### config.mk
export PLATFORM = sky130hd
export DESIGN_NAME = exp_arbiter
export DESIGN_NICKNAME = d
export VERILOG_FILES = /design/src/rtl/exponential_pkg.sv /design/src/rtl/rr_arbiter.sv /design/src/rtl/exp_arbiter.sv
export SDC_FILE = /design/constraint.sdc
export NUM_CORES = 1
export LEC_CHECK = 0
export CORE_MARGIN = 3
export CORE_UTILIZATION = 43
export CTS_CLUSTER_DIAMETER = 150
export DETAILED_ROUTE_END_ITERATION = 10
export HOLD_SLACK_MARGIN = 0.02
export PLACE_DENSITY = 0.91
export SETUP_SLACK_MARGIN = 0.15
export SLEW_MARGIN = 20
export SYNTH_ARGS = -nofsm -noshare
export SYNTH_HDL_FRONTEND = slang
export SYNTH_SLANG_ARGS = --single-unit
### constraint.sdc
create_clock -name clk -period 4.76 [get_ports clk]
set_input_delay 0.476 -clock clk [delete_from_list [all_inputs] [get_ports clk]]
set_output_delay 0.476 -clock clk [all_outputs]
set_load 0.01 [all_outputs]
### src/rtl/exponential_pkg.sv
// Shared types and constants for the bf16 exponential unit and its requester arbiter.
package exponential_pkg;

    localparam int LAMP_FLOAT_DW = 16;

    typedef enum logic [2:0] {
        IDLE,
        ISSUE,
        WAIT,
        RESP,
        ADV
    } exp_arb_state_t;

    localparam logic [LAMP_FLOAT_DW-1:0] EXP_ARB_NAN = 16'h7FC0;

    localparam int EXP_ARB_NREQ    = 4;
    localparam int EXP_ARB_TIMEOUT = 64;

endpackage

### src/rtl/rr_arbiter.sv
// Combinational round-robin pick: first asserted request at or after ptr, wrapping.
module rr_arbiter #(
    parameter int N = 4
) (
    input  logic [N-1:0]         req,
    input  logic [$clog2(N)-1:0] ptr,
    input  logic                 en,
    output logic [N-1:0]         grant,
    output logic [$clog2(N)-1:0] idx
);

    localparam int IW = $clog2(N);

    logic [IW-1:0] cand;
    logic          found;

    always_comb begin
        grant = '0;
        idx   = '0;
        cand  = '0;
        found = 1'b0;
        for (int i = 0; i < N; i++) begin
            cand = IW'((int'(ptr) + i) % N);
            if (en && !found && req[cand]) begin
                found       = 1'b1;
                grant[cand] = 1'b1;
                idx         = cand;
            end
        end
    end

endmodule

### src/rtl/exp_arbiter.sv
// Shares one exponential unit between NREQ requesters: round-robin accept,
// unit handshake sequencing, result routing and a stall watchdog.
//
// state | meaning
// IDLE  | waiting for a request while the unit is ready; grant is combinational
// ISSUE | one-cycle valid pulse to the unit with the latched operand
// WAIT  | waiting for the unit result; watchdog counting
// RESP  | result (or qNaN on timeout) offered to the granted requester
// ADV   | one-cycle padv pulse releasing the unit
module exp_arbiter
    import exponential_pkg::*;
#(
    parameter int NREQ    = EXP_ARB_NREQ,
    parameter int TIMEOUT = EXP_ARB_TIMEOUT
) (
    input  logic                          clk,
    input  logic                          rst,
    input  logic [NREQ-1:0]               req_valid_i,
    input  logic [NREQ*LAMP_FLOAT_DW-1:0] req_data_i,
    output logic [NREQ-1:0]               req_ready_o,
    output logic [NREQ-1:0]               rsp_valid_o,
    output logic [LAMP_FLOAT_DW-1:0]      rsp_data_o,
    output logic                          rsp_err_o,
    input  logic [NREQ-1:0]               rsp_ready_i,
    input  logic                          exp_ready_i,
    output logic                          exp_valid_o,
    output logic [LAMP_FLOAT_DW-1:0]      exp_data_o,
    input  logic                          exp_valid_i,
    input  logic [LAMP_FLOAT_DW-1:0]      exp_data_i,
    output logic                          exp_padv_o,
    output logic                          busy_o
);

    localparam int DW = LAMP_FLOAT_DW;
    localparam int IW = $clog2(NREQ);
    localparam int WW = $clog2(TIMEOUT) + 1;

    exp_arb_state_t state_q, state_d;

    logic [IW-1:0]   ptr_q;
    logic [IW-1:0]   idx_q;
    logic [WW-1:0]   wdog_q;
    logic [DW-1:0]   op_q;
    logic [DW-1:0]   res_q;
    logic            err_q;

    logic [NREQ-1:0] grant;
    logic [IW-1:0]   gidx;
    logic            arb_en;
    logic            timeout_hit;
    logic [DW-1:0]   sel_data;

    assign arb_en      = (state_q == IDLE) && exp_ready_i;
    assign timeout_hit = (wdog_q == WW'(TIMEOUT - 1));
    assign exp_data_o  = op_q;
    assign busy_o      = (state_q != IDLE);

    rr_arbiter #(.N(NREQ)) u_rr (
        .req   (req_valid_i),
        .ptr   (ptr_q),
        .en    (arb_en),
        .grant (grant),
        .idx   (gidx)
    );

    always_comb begin
        sel_data = '0;
        for (int k = 0; k < NREQ; k++) begin
            if (gidx == IW'(k)) begin
                sel_data = req_data_i[k*DW +: DW];
            end
        end
    end

    always_comb begin
        state_d     = state_q;
        req_ready_o = '0;
        rsp_valid_o = '0;
        rsp_data_o  = '0;
        rsp_err_o   = 1'b0;
        exp_valid_o = 1'b0;
        exp_padv_o  = 1'b0;
        case (state_q)
            IDLE: begin
                req_ready_o = grant;
                if (|grant) begin
                    state_d = ISSUE;
                end
            end
            ISSUE: begin
                exp_valid_o = 1'b1;
                state_d     = WAIT;
            end
            WAIT: begin
                if (exp_valid_i || timeout_hit) begin
                    state_d = RESP;
                end
            end
            RESP: begin
                rsp_valid_o = NREQ'(1) << idx_q;
                rsp_data_o  = res_q;
                rsp_err_o   = err_q;
                if (rsp_ready_i[idx_q]) begin
                    state_d = ADV;
                end
            end
            ADV: begin
                exp_padv_o = 1'b1;
                state_d    = IDLE;
            end
            default: state_d = IDLE;
        endcase
    end

    always_ff @(posedge clk) begin
        if (!rst) begin
            state_q <= IDLE;
            ptr_q   <= '0;
            idx_q   <= '0;
            wdog_q  <= '0;
            op_q    <= '0;
            res_q   <= '0;
            err_q   <= 1'b0;
        end else begin
            state_q <= state_d;
            case (state_q)
                IDLE: begin
                    if (|grant) begin
                        op_q  <= sel_data;
                        idx_q <= gidx;
                        ptr_q <= (gidx == IW'(NREQ - 1)) ? '0 : gidx + IW'(1);
                    end
                end
                ISSUE: wdog_q <= '0;
                WAIT: begin
                    wdog_q <= wdog_q + WW'(1);
                    // A real result arriving on the timeout cycle takes precedence.
                    if (exp_valid_i) begin
                        res_q <= exp_data_i;
                        err_q <= 1'b0;
                    end else if (timeout_hit) begin
                        res_q <= EXP_ARB_NAN;
                        err_q <= 1'b1;
                    end
                end
                default: ;
            endcase
        end
    end

endmodule

==> out/summary.txt <==
========================================================================================================
Number of cell instances on the worst register-to-register path                                       15
Combinational group share of total power                                                           0.573
Die footprint                                                                               0.00847 mm^2
Maximum number of pins on one net before global-route repair                                          67
Sequential element share of the synthesized area                                                   0.296
Minimum setup slack after placement                                                             0.360 ns
Via count                                                                                           3353
Finish-stage setup viols                                                                               0
Synth Cell Area                                                                             0.00318 mm^2
Synthesized Nets                                                                                     508
Congestion Overflow GR                                                                                 0
Count of cell types in the netlist                                                                    45
GR Util met1                                                                                       0.236
Clock period minus final worst setup slack                                                       3.97 ns
Data required time at the worst endpoint                                                         4.99 ns
Least-Margin Pin Slew                                                                            1.03 ns
Layout cells sized above 1                                                                        0.0632
Min-Delay Startpoint                                                                        exp_data_o[4]$_SDFFE_PN0P_
Buffers inserted by post-CTS timing repair                                                             0
Initial antenna violation count                                                                        0
Maximum root-to-sink buffer count                                                                      2
Final hold viol count                                                                                  0
Critical path launch point type                                                                 register
Maximum operating frequency                                                                    0.252 GHz
Top FF cell, synth                                                                               dfxtp_1
Category of the worst setup path capture point                                                  register
Max-capacitance violation count                                                                        0
#FFs+latches synth                                                                                    47
Residual antenna-violating net count after detailed routing                                            0
Type of the worst setup path                                                                register to register
PnR worst setup slack                                                                           0.790 ns
Final count of pins violating max slew                                                                 0
GRT Max-Usage Layer                                                                                 met2
Vias per cell                                                                                       5.43
Routed Wire Length                                                                               8990 um
Die outline width                                                                                92.0 um
PwrDens                                                                                      418 mW/mm^2
DP HPWL                                                                                          7020 um
Synth Instances                                                                                      403
Startpoint of the most critical register-to-register path                                   ptr_q[0]$_SDFFE_PN0P_
Global-route wire length before repair                                                          14800 um
Post-route DRC                                                                                         0
CP max stage cell                                                                                dfxtp_2
Fin Clk Skew                                                                                  0.00666 ns
Hold buffers post-CTS                                                                                  0
Core box area                                                                               0.00698 mm^2
Delay-heaviest family, CP                                                                   compound AO/OA/AOI/OAI gates
Synthesized area per cell                                                                      7.90 um^2
Reg-to-reg slack, setup                                                                          0.79 ns
Clock root buffer                                                                               clkbuf_8
Net switching share of the total power                                                             0.399
Class of the worst hold path                                                                register to register
Sink count of the clock tree                                                                          47
Grt met2 use                                                                                       0.382
Number of nets in the final layout                                                                   626
Quantity of I/O buffers inserted on ports                                                            135
Setup TNS                                                                                           0 ns
Yosys warnings                                                                                         0
Number of global-route vias before repair                                                           3224
Drt wl/cell                                                                                      14.6 um
Endpoint of the most critical register-to-register path                                     exp_data_o[13]$_SDFFE_PN0P_
Met3 capacity usage during global routing                                                         0.0574
Maximum vdd ir drop                                                                           0.000216 V
Result of the run                                                                           finished clean
Cell Rows                                                                                             30
Number of buffers added by the clock tree synthesis step                                               5
Number of top-level design ports                                                                     136
Worst skew pair latency                                                                          0.30 ns
Relative contribution of the clock network to total power                                          0.160
Detailed-routing iteration count for the pre-antenna-repair pass                                       5
Number of DRC markers in iteration 0                                                                 159
Number of antenna diodes                                                                               0
Part of the power in registers                                                                     0.268
Signal arrival time at the worst endpoint                                                        4.20 ns
Buffers & Inverters on Critical Path                                                                   3
Internal Power                                                                                   1.17 mW
Relative slew slack                                                                                0.311
Initial Util                                                                                       0.456
Post-CTS clock slew at the launch and capture registers of the worst setup and hold paths        0.09 ns
Signed area change from the synthesized netlist to the final layout                                46.3%
Asr flop ratio synth                                                                                   0
CTS tree                                                                                           built
H-tree levels                                                                                          2
Total leakage power                                                                              1.84 nW
Placer Congestion                                                                                  0.811
Crit path launch                                                                            ptr_q[0]$_SDFFE_PN0P_
Worst hold path depth                                                                                  2
Global Route Usage Sum                                                                             0.212
EDFF count, synth                                                                                      0
Max Fanout on Critical Path                                                                           32
Floorplan die height                                                                             92.0 um
CP max stage delay                                                                               0.54 ns
Ratio of final minimum period to clock period                                                      0.834
Capture endpoint of the worst hold path                                                     exp_data_o[4]$_SDFFE_PN0P_
Switching power of the nets                                                                     0.777 mW
Cell breakdown of the critical path                                                         inv_1 -> ha_1 -> mux4_2 -> nor2_1 -> o221ai_1 -> a21boi_0 -> inv_1 -> ha_1 -> buf_4 -> nand3b_1 -> a21oi_1 -> a21oi_1 -> o21ai_0 -> nand2_1 -> mux2i_1
RSZ-0062 raised after global routing                                                               false
========================================================================================================
[through the flow]
stage | utilization | cells | power (mW) | hold slack (ns) | area, um^2
2_1_floorplan | - | 403 | 1.42 | 0.464 | 3180
3_3_place_gp | 0.649 | 610 | 1.59 | 0.445 | 4530
3_5_place_dp | 0.649 | 610 | 1.64 | 0.454 | 4530
4_1_cts | 0.666 | 618 | 1.95 | 0.468 | 4650
5_1_grt | 0.667 | 618 | 2.11 | 0.494 | 4660
6_report | 0.667 | 618 | 1.95 | 0.462 | 4660
[cell usage in the layout (no fill, tap or decap), types with 5 or more instances in the layout]
cell type,n
clkdlybuf4s50_1,134
nand2_1,80
dfxtp_1,46
a21oi_1,35
o21ai_0,29
and2_1,24
mux2i_1,21
nand3b_1,17
inv_1,12
ha_1,12
a22oi_1,10
nor2_1,9
and3_1,9
o221a_2,9
nand2b_1,8
nor2b_1,8
clkbuf_8,6
buf_4,5
[how the worst max path moves through the flow]
stage,slack (ns),to,cells past startpoint
5_1_grt,0.33,exp_data_o[4]$_SDFFE_PN0P_,15
2_1_floorplan,1.16,exp_data_o[15]$_SDFFE_PN0P_,16
4_1_cts,0.35,exp_data_o[13]$_SDFFE_PN0P_,15
3_3_place_gp,0.69,exp_data_o[13]$_SDFFE_PN0P_,15
3_5_place_dp,0.36,exp_data_o[13]$_SDFFE_PN0P_,15
6_report,0.79,exp_data_o[13]$_SDFFE_PN0P_,15
[cells by family after synthesis]
logic type                 after synthesis  share of synthesized area
AOI/OAI and AO/OA                      104                      0.211
adders and majority gates               13                     0.0511
buffers and inverters                   42                     0.0645
DFF                                     47                      0.296
muxes                                   26                      0.103
and+or+nand+nor                        171                      0.275
[state kept, by name, indices dropped and copies added (netlist names)]
signal / flops
wdog_q: 7
ptr_q: 2
state_q: 3
res_q: 16
exp_data_o: 16
idx_q: 2
err_q: 1
[cell usage after synthesis, types with 8 or more instances]
master     n  share of area
nand2_1   80          0.094
dfxtp_1   47           0.30
a21oi_1   35          0.055
o21ai_0   29          0.046
clkbuf_1  25          0.029
and2_1    24          0.047
mux2i_1   21          0.066
nand3b_1  17          0.040
ha_1      13          0.051
inv_1     12          0.014
a22oi_1   10          0.024
nor2_1    10          0.012
and3_1     9          0.018
o221a_2    9          0.032
nand2b_1   8          0.016
nor2b_1    8          0.016
[worst reg2reg max path, cell delays in order, from the launching register on]
cell and delay [ns]:
dfxtp_2 0.54, inv_1 0.17, ha_1 0.44, mux4_2 0.54
nor2_1 0.18, o221ai_1 0.14, a21boi_0 0.42, inv_1 0.12
ha_1 0.21, buf_4 0.21, nand3b_1 0.18, a21oi_1 0.20
a21oi_1 0.05, o21ai_0 0.22, nand2_1 0.09, mux2i_1 0.18
[per-layer routing]
| layer | vias to the layer above | share of wire |
|---|---|---|
| met5 | - | 0 |
| met4 | 0 | 0.029 |
| met3 | 24 | 0.074 |
| met2 | 156 | 0.50 |
| met1 | 1520 | 0.39 |
| li1 | 1653 | - |
[final cells by class]
cell class	count	area, um^2
clock inverter	2	38.8
tap	96	120
inverter	13	48.8
clock buffer	6	82.6
sequential	47	942
timing repair buffer	140	1380
multi-input combinational	314	2040
fill	572	2320
[power groups by stage]
stage / Clock, mW / Combinational, mW / Sequential [mW]
CTS: 0.317 / 1.11 / 0.520
detailed placement: 0 / 1.11 / 0.530
global route: 0.334 / 1.24 / 0.533
finish: 0.311 / 1.11 / 0.521
global placement: 0 / 1.07 / 0.525
floorplan: 0 / 0.901 / 0.517
[timing repair]
action | 4_1_cts | 5_1_grt
resized for setup | 0 | 3
hold endpoints to repair | 0 | 0
endpoints found under the setup margin | 0 | 16
(Power assumes the default switching activity.)
